$ cat src/rtl/axil_cmd_master.sv
// Single-outstanding AXI4-Lite master fed by a command/response handshake.
// Every output is a flop; the next value of each is decided in the FSM comb block.
module axil_cmd_master (
  input  logic        clk,
  input  logic        resetn,
  input  logic        cmd_valid,
  output logic        cmd_ready,
  input  logic        cmd_write,
  input  logic [31:0] cmd_addr,
  input  logic [31:0] cmd_wdata,
  output logic        rsp_valid,
  input  logic        rsp_ready,
  output logic [31:0] rsp_data,
  output logic [1:0]  rsp_resp,
  output logic        rsp_write,
  output logic [15:0] err_count,
  output logic [31:0] M_AXI_AWADDR,
  output logic        M_AXI_AWVALID,
  input  logic        M_AXI_AWREADY,
  output logic [2:0]  M_AXI_AWPROT,
  output logic [31:0] M_AXI_WDATA,
  output logic [3:0]  M_AXI_WSTRB,
  output logic        M_AXI_WVALID,
  input  logic        M_AXI_WREADY,
  input  logic [1:0]  M_AXI_BRESP,
  input  logic        M_AXI_BVALID,
  output logic        M_AXI_BREADY,
  output logic [31:0] M_AXI_ARADDR,
  output logic        M_AXI_ARVALID,
  input  logic        M_AXI_ARREADY,
  output logic [2:0]  M_AXI_ARPROT,
  input  logic [31:0] M_AXI_RDATA,
  input  logic [1:0]  M_AXI_RRESP,
  input  logic        M_AXI_RVALID,
  output logic        M_AXI_RREADY
);

  typedef enum logic [2:0] {
    S_IDLE, S_WADDR, S_WRESP, S_RADDR, S_RDATA, S_RSP
  } state_t;

  state_t      state_q, state_d;
  logic        cmd_ready_q, cmd_ready_d;
  logic        awvalid_q, awvalid_d;
  logic        wvalid_q, wvalid_d;
  logic        bready_q, bready_d;
  logic        arvalid_q, arvalid_d;
  logic        rready_q, rready_d;
  logic        rsp_valid_q, rsp_valid_d;
  logic        rsp_write_q, rsp_write_d;
  logic [1:0]  rsp_resp_q, rsp_resp_d;
  logic [31:0] rsp_data_q, rsp_data_d;
  logic [31:0] addr_q, addr_d;
  logic [31:0] wdata_q, wdata_d;
  logic [15:0] err_count_q, err_count_d;
  logic        aw_ok, w_ok;

  function automatic logic [15:0] sat_inc(input logic [15:0] v);
    return (v == 16'hFFFF) ? v : v + 16'd1;
  endfunction

  // A channel counts as finished once its VALID has already dropped or is handshaking now.
  assign aw_ok = !awvalid_q || M_AXI_AWREADY;
  assign w_ok  = !wvalid_q  || M_AXI_WREADY;

  always_comb begin
    state_d     = state_q;
    awvalid_d   = awvalid_q;
    wvalid_d    = wvalid_q;
    bready_d    = bready_q;
    arvalid_d   = arvalid_q;
    rready_d    = rready_q;
    rsp_valid_d = rsp_valid_q;
    rsp_write_d = rsp_write_q;
    rsp_resp_d  = rsp_resp_q;
    rsp_data_d  = rsp_data_q;
    addr_d      = addr_q;
    wdata_d     = wdata_q;
    err_count_d = err_count_q;
    unique case (state_q)
      S_IDLE: begin
        if (cmd_valid && cmd_ready_q) begin
          addr_d  = {cmd_addr[31:2], 2'b00};
          wdata_d = cmd_wdata;
          if (cmd_write) begin
            state_d   = S_WADDR;
            awvalid_d = 1'b1;
            wvalid_d  = 1'b1;
          end else begin
            state_d   = S_RADDR;
            arvalid_d = 1'b1;
          end
        end
      end
      S_WADDR: begin
        if (awvalid_q && M_AXI_AWREADY) awvalid_d = 1'b0;
        if (wvalid_q && M_AXI_WREADY)   wvalid_d  = 1'b0;
        if (aw_ok && w_ok) begin
          state_d  = S_WRESP;
          bready_d = 1'b1;
        end
      end
      S_WRESP: begin
        if (M_AXI_BVALID) begin
          state_d     = S_RSP;
          bready_d    = 1'b0;
          rsp_valid_d = 1'b1;
          rsp_write_d = 1'b1;
          rsp_data_d  = 32'd0;
          rsp_resp_d  = M_AXI_BRESP;
          if (M_AXI_BRESP != 2'b00) err_count_d = sat_inc(err_count_q);
        end
      end
      S_RADDR: begin
        if (M_AXI_ARREADY) begin
          state_d   = S_RDATA;
          arvalid_d = 1'b0;
          rready_d  = 1'b1;
        end
      end
      S_RDATA: begin
        if (M_AXI_RVALID) begin
          state_d     = S_RSP;
          rready_d    = 1'b0;
          rsp_valid_d = 1'b1;
          rsp_write_d = 1'b0;
          rsp_data_d  = M_AXI_RDATA;
          rsp_resp_d  = M_AXI_RRESP;
          if (M_AXI_RRESP != 2'b00) err_count_d = sat_inc(err_count_q);
        end
      end
      S_RSP: begin
        if (rsp_ready) begin
          state_d     = S_IDLE;
          rsp_valid_d = 1'b0;
        end
      end
      default: state_d = S_IDLE;
    endcase
    cmd_ready_d = (state_d == S_IDLE);
  end

  always_ff @(posedge clk or negedge resetn) begin
    if (!resetn) begin
      state_q     <= S_IDLE;
      cmd_ready_q <= 1'b0;
      awvalid_q   <= 1'b0;
      wvalid_q    <= 1'b0;
      bready_q    <= 1'b0;
      arvalid_q   <= 1'b0;
      rready_q    <= 1'b0;
      rsp_valid_q <= 1'b0;
      rsp_write_q <= 1'b0;
      rsp_resp_q  <= 2'b00;
      rsp_data_q  <= 32'd0;
      addr_q      <= 32'd0;
      wdata_q     <= 32'd0;
      err_count_q <= 16'd0;
    end else begin
      state_q     <= state_d;
      cmd_ready_q <= cmd_ready_d;
      awvalid_q   <= awvalid_d;
      wvalid_q    <= wvalid_d;
      bready_q    <= bready_d;
      arvalid_q   <= arvalid_d;
      rready_q    <= rready_d;
      rsp_valid_q <= rsp_valid_d;
      rsp_write_q <= rsp_write_d;
      rsp_resp_q  <= rsp_resp_d;
      rsp_data_q  <= rsp_data_d;
      addr_q      <= addr_d;
      wdata_q     <= wdata_d;
      err_count_q <= err_count_d;
    end
  end

  assign cmd_ready     = cmd_ready_q;
  assign rsp_valid     = rsp_valid_q;
  assign rsp_data      = rsp_data_q;
  assign rsp_resp      = rsp_resp_q;
  assign rsp_write     = rsp_write_q;
  assign err_count     = err_count_q;
  assign M_AXI_AWADDR  = addr_q;
  assign M_AXI_AWVALID = awvalid_q;
  assign M_AXI_AWPROT  = 3'b000;
  assign M_AXI_WDATA   = wdata_q;
  assign M_AXI_WSTRB   = 4'hF;
  assign M_AXI_WVALID  = wvalid_q;
  assign M_AXI_BREADY  = bready_q;
  assign M_AXI_ARADDR  = addr_q;
  assign M_AXI_ARVALID = arvalid_q;
  assign M_AXI_ARPROT  = 3'b000;
  assign M_AXI_RREADY  = rready_q;

endmodule

$ cat config.mk
export PLATFORM = sky130hd
export DESIGN_NAME = axil_cmd_master
export DESIGN_NICKNAME = d
export VERILOG_FILES = /design/src/rtl/axil_cmd_master.sv
export SDC_FILE = /design/constraint.sdc
export NUM_CORES = 1
export LEC_CHECK = 0
export CAP_MARGIN = 20
export CORE_MARGIN = 2
export CORE_UTILIZATION = 40
export DETAILED_ROUTE_END_ITERATION = 8
export HOLD_SLACK_MARGIN = 0.08
export PLACE_DENSITY = 0.85
export SLEW_MARGIN = 20
export SYNTH_ARGS = -nofsm -noshare
export SYNTH_HDL_FRONTEND = slang
export SYNTH_SLANG_ARGS = --single-unit
$ cat constraint.sdc
create_clock -name clk -period 2 [get_ports clk]
set_clock_uncertainty 0.05 [all_clocks]
set_input_delay 0.6 -clock clk [delete_from_list [all_inputs] [get_ports clk]]
set_output_delay 0.6 -clock clk [all_outputs]
set_load 0.02 [all_outputs]
# [Yosys cells after proc, flatten, opt, wreduce, memory -nomap -nowiden]
# Cells that the tools add are included.
[word_totals] ff_bits=123 input_bits=110 word_cells=101
[classes] n_eq_ne=18 n_reduce_logical=27 mux=41 addsub=1
[ops] operator="2-to-1 mux 16 bit" n=5
[ops] operator="2-to-1 mux 32 bit" n=2
[ops] operator="case mux 32 bit (2 select lines)" n=1
[ops] operator="case mux 16 bit (2 select lines)" n=1
[ops] operator="!= test 2 bit, second input constant" n=12
[ops] operator="2-to-1 mux 3 bit" n=6
[ops] operator="case mux 3 bit (6 select lines)" n=1
[ops] operator="adder 16 x 1 -> 16 bit, second input constant" n=1
[ops] operator="== test 16 bit, second input constant" n=1
[ops] operator="AND reduction 4 bit" n=4
[ops] operator="2-to-1 mux 1 bit" n=14
[ops] operator="nonzero test 2 bit" n=7
[ops] operator="case mux 1 bit (2 select lines)" n=6
[ops] operator="AND reduction 3 bit" n=3
[ops] operator="== test 3 x 2 -> 1 bit, second input constant" n=2
[ops] operator="== test 3 bit, second input constant" n=2
[ops] operator="logical NOT 3 bit" n=2
[ops] operator="2-to-1 mux 2 bit" n=3
[ops] operator="AND reduction 5 bit" n=1
[ops] operator="logical AND 1 bit" n=4
[ops] operator="case mux 2 bit (2 select lines)" n=1
[ops] operator="== test 3 x 1 -> 1 bit, second input constant" n=1
[ops] operator="case mux 1 bit (3 select lines)" n=1
[ops] operator="nonzero test 3 bit" n=1
[ops] operator="3 further kinds" n=5

# [Longest topological paths before layout]
[depth] ltp_word=6 mapped_depth=7 ltp_nobuf=6

# [Worst setup path before layout]
# OpenSTA, ideal clock, no wires.
[synth_path] kind="input -> register" from="input M_AXI_RVALID" to="register err_count_q[15], in the netlist err_count[15]" arrival_time_ns=1.793 path_slack_ns=0.029 n_path_buf=1 cell_stages=5 required_time_ns=1.822 path_cell_list="and4bb_1 buf_4 a21oi_2 or4b_1 mux2_1"
[synth_between] elab_chain_cells=2
[synth_lines] element="from (decl)" line_no="34" rtl="input logic M_AXI_RVALID,"
[synth_lines] element="!= test 2 bit (no line)"
[synth_lines] element="AND reduction 5 bit (no line)"
[synth_lines] element="to (signal assigned)" line_no="173" rtl="err_count_q <= err_count_d;"
[synth_lines] element="to (decl)" line_no="55" rtl="logic [15:0] err_count_q, err_count_d;"
# Every way passes these cells.
# A chain may end at the register's enable or synchronous reset.

# [Final worst setup path]
[layout_path] from="input M_AXI_RRESP[0]" to="register err_count_q[15], in the netlist err_count[15]"
[layout_between] elab_chain_cells=3
[layout_lines] element="from (decl)" line_no="33" rtl="input logic [1:0] M_AXI_RRESP,"
[layout_lines] element="nonzero test 2 bit" line_no="129" rtl="if (M_AXI_RRESP != 2'b00) err_count_d = sat_inc(err_count_q);"
[layout_lines] element="!= test 2 bit (no line)"
[layout_lines] element="AND reduction 5 bit (no line)"
# Every way passes these cells.

==> reports/qor.csv <==
stage;metric;value;unit
run_status;status;complete, no violations;
clock_network;cts_buffers;17;
synth;syn_avg_cell_area;13.3;um2
timing;max_freq;505;MHz
global_route;grt_antenna_before_repair;1;
layout;post-route-util;66.6;%
pwr;p_comb_share;45.4;%
pwr;peakVddDrop;0.00100;V
floorplan;die-area;14000;um2
clock_network;htreeDepth;4;
placement;io_buffers;257;
worst_setup_path;r2r-start;state_q[0]$_DFF_PN0_;
synth;synth_edf_count;0;
clock_network;cts_buffer_depth;2;
layout;area_growth;61.5;%
timing;post-route-period-util;98.9;%
timing;hold_violations;0;
drt;drt_iter0_markers;138;
clock_network;cts_tree;built;
drt;wl;14100;um
floorplan;dieWidth;118;um
clock_network;clock-sinks;123;
drt;dr_wl_met2;7000;um
synth;ys_async_sr_fraction;100;%
synth;synth_cell_types;44;
layout;final_common_cell;dlygate4sd2_1;
global_route;grt_pass1_vias;4365;
worst_setup_path;worstPathArrival;2.21;ns
drt;wl_met1;5430;um
pwr;fin_total_pwr;13500;uW
worst_setup_path;end_kind;flop;
synth;ys_ff_latch;123;
pwr;clockPowerShare;22.9;%
pwr;switching_power;5040;uW
pwr;pwr-share-seq;31.8;%
drt;dr.pass1.iters;4;
worst_setup_path;cp_data_required_time;2.23;ns
synth;yosys_warnings;0;
floorplan;row_count;41;
timing;final-max-slew-violation-count;0;
pwr;pwr_density_cell;1600;nW/um2
job;drv_cap;0;
worst_setup_path;start_kind;primary input;
drt;drtAntennaViolNets;0;
pwr;leakage;0.00406;uW
pwr;internal_power;8430;uW
layout;fin_nets;766;
placement;dp_hpwl;10500;um
floorplan;die_h;118;um
drt;drc;0;
placement;gp_congestion;0.820;
global_route;grt_overflow_total;0;
clock_network;cts_root_buffer;clkbuf_16;
worst_setup_path;critPathKind;primary input to flop;
layout;n_antenna_cell;0;
global_route;track_usage;20.5;%
clock_network;clk-insertion-delay-late;0.40;ns
drt;wl_per_cell;16.8;um
timing;setup_viol;0;
worst_setup_path;r2r_end;err_count[15]$_DFFE_PN0P_;
drt;via_per_inst;4.86;
drt;highest_layer;met5;
worst_setup_path;r2r_slack;0.04;ns
layout;drive_above_1_share;21.7;%
min_path;min_path_type;primary input to asynchronous set/reset pin;
floorplan;num_io_pins;274;
drt;via_count;4077;
drt;wl_met3;1260;um
synth;synth_cells;394;
global_route;grt_pass1_wl;22800;um
timing;period_minus_slack;1.98;ns
floorplan;start_util;41.2;%
clock_network;ctsHoldBuffers;0;
layout;final_cell_mix;dlygate4sd2_1 (151), dfrtp_1 (122), clkdlybuf4s50_1 (102);
worst_setup_path;ff2ff_path_depth;5;
synth;seq_area_frac_synth;58.9;%
synth;synthFlopType;dfrtp_1;
pwr;switching_share;37.4;%
clock_network;clkTransAtPathRegs;0.05;ns
synth;netlist_area;5230;um2
global_route;grt_max_degree;68;
worst_setup_path;worstPathMaxFanout;2;
timing;fin_hold_ws;0.156;ns
floorplan;core-area;12700;um2
==> timing repair <==
item                       in CTS  in global routing
pin swaps                       2                  1
setup buffers                   0                  1
setup endpoints to repair     151                 63
cloned                          0                  0
gates resized for setup       154                 11
==> worst max path at each step <==
stage / start / cells past startpoint / to / slack [ns]
2_1_floorplan: M_AXI_RVALID / 5 / err_count[15]$_DFFE_PN0P_ / 0.03
3_3_place_gp: M_AXI_BVALID / 5 / err_count[15]$_DFFE_PN0P_ / -0.48
3_5_place_dp: M_AXI_BVALID / 5 / err_count[15]$_DFFE_PN0P_ / -0.50
4_1_cts: M_AXI_RVALID / 5 / err_count[15]$_DFFE_PN0P_ / 0.008
5_1_grt: state_q[0]$_DFF_PN0_ / 5 / err_count[15]$_DFFE_PN0P_ / -0.006
6_report: M_AXI_RRESP[0] / 5 / err_count[15]$_DFFE_PN0P_ / 0.02
==> power by group through the flow <==
stage / registers [uW] / clock network [uW] / logic (uW)
2_1_floorplan: 5540 / 0 / 2580
3_3_place_gp: 4290 / 0 / 6950
3_5_place_dp: 4350 / 0 / 7090
4_1_cts: 4280 / 3150 / 6150
5_1_grt: 4430 / 3270 / 6490
6_report: 4280 / 3080 / 6120
==> critical path: stages <==
cell and delay, ns:
clkdlybuf4s50_1 0.49, nor2_1 0.07, a22o_1 0.20, or4b_4 0.54, mux2_4 0.31
==> sequential cells by signal, summed over array words and instances (netlist names), 2 cells and up <==
signal        cells
rsp_resp          2
rsp_data         32
err_count        16
M_AXI_WDATA      32
M_AXI_ARADDR     30
state_q           3
==> Yosys cell counts, types with 6 or more instances <==
cell type / number / area share [%]
a22o_1: 36 / 6.0
buf_2: 11 / 1.1
buf_4: 46 / 6.6
nor2_1: 7 / 0.50
nand3_1: 12 / 1.1
o21ai_0: 10 / 0.96
xnor2_1: 12 / 2.0
nand2_1: 16 / 1.1
mux2_2: 64 / 14
dfrtp_1: 123 / 59
nor3_1: 6 / 0.57
==> stage by stage <==
step | instance area [um2] | setup TNS [ns] | cells | setup slack [ns]
finish | 8440 | 0 | 839 | 0.0212
global route | 8440 | -0.00570 | 839 | -0.00570
CTS | 8380 | 0 | 838 | 0.00820
detailed placement | 7960 | -30.43 | 807 | -0.500
global placement | 7960 | -28.26 | 807 | -0.479
floorplan | 5270 | 0 | 406 | 0.0294
==> layer usage <==
metal	up-vias	GRT usage (%)
met5	-	0
met4	2	7.91
met3	32	7.77
met2	194	34.9
met1	1976	23.4
li1	1873	-
==> cell type report <==
| cell class | count | area [um2] |
|---|---|---|
| clock buffers | 23 | 488 |
| inverters | 4 | 15.0 |
| well taps | 172 | 215 |
| multi-input cells | 217 | 1810 |
| flip-flops and latches | 123 | 3080 |
| repair buffers | 292 | 2720 |
| clock inverters | 8 | 115 |
| fillers | 1003 | 4230 |
==> cell families (layout without fill, tap and decap cells) <==
| family | after synthesis | after routing | synth area share, % |
|---|---|---|---|
| mux | 67 | 67 | 14.4 |
| other cells | 2 | 14 | 0.144 |
| compound gates | 56 | 56 | 8.64 |
| fa+ha+maj | 1 | 1 | 0.239 |
| buf+inv | 66 | 327 | 8.45 |
| flops | 123 | 123 | 58.9 |
| simple gates | 66 | 66 | 7.04 |
| xor+xnor | 13 | 13 | 2.18 |
(Power assumes the default switching activity.)
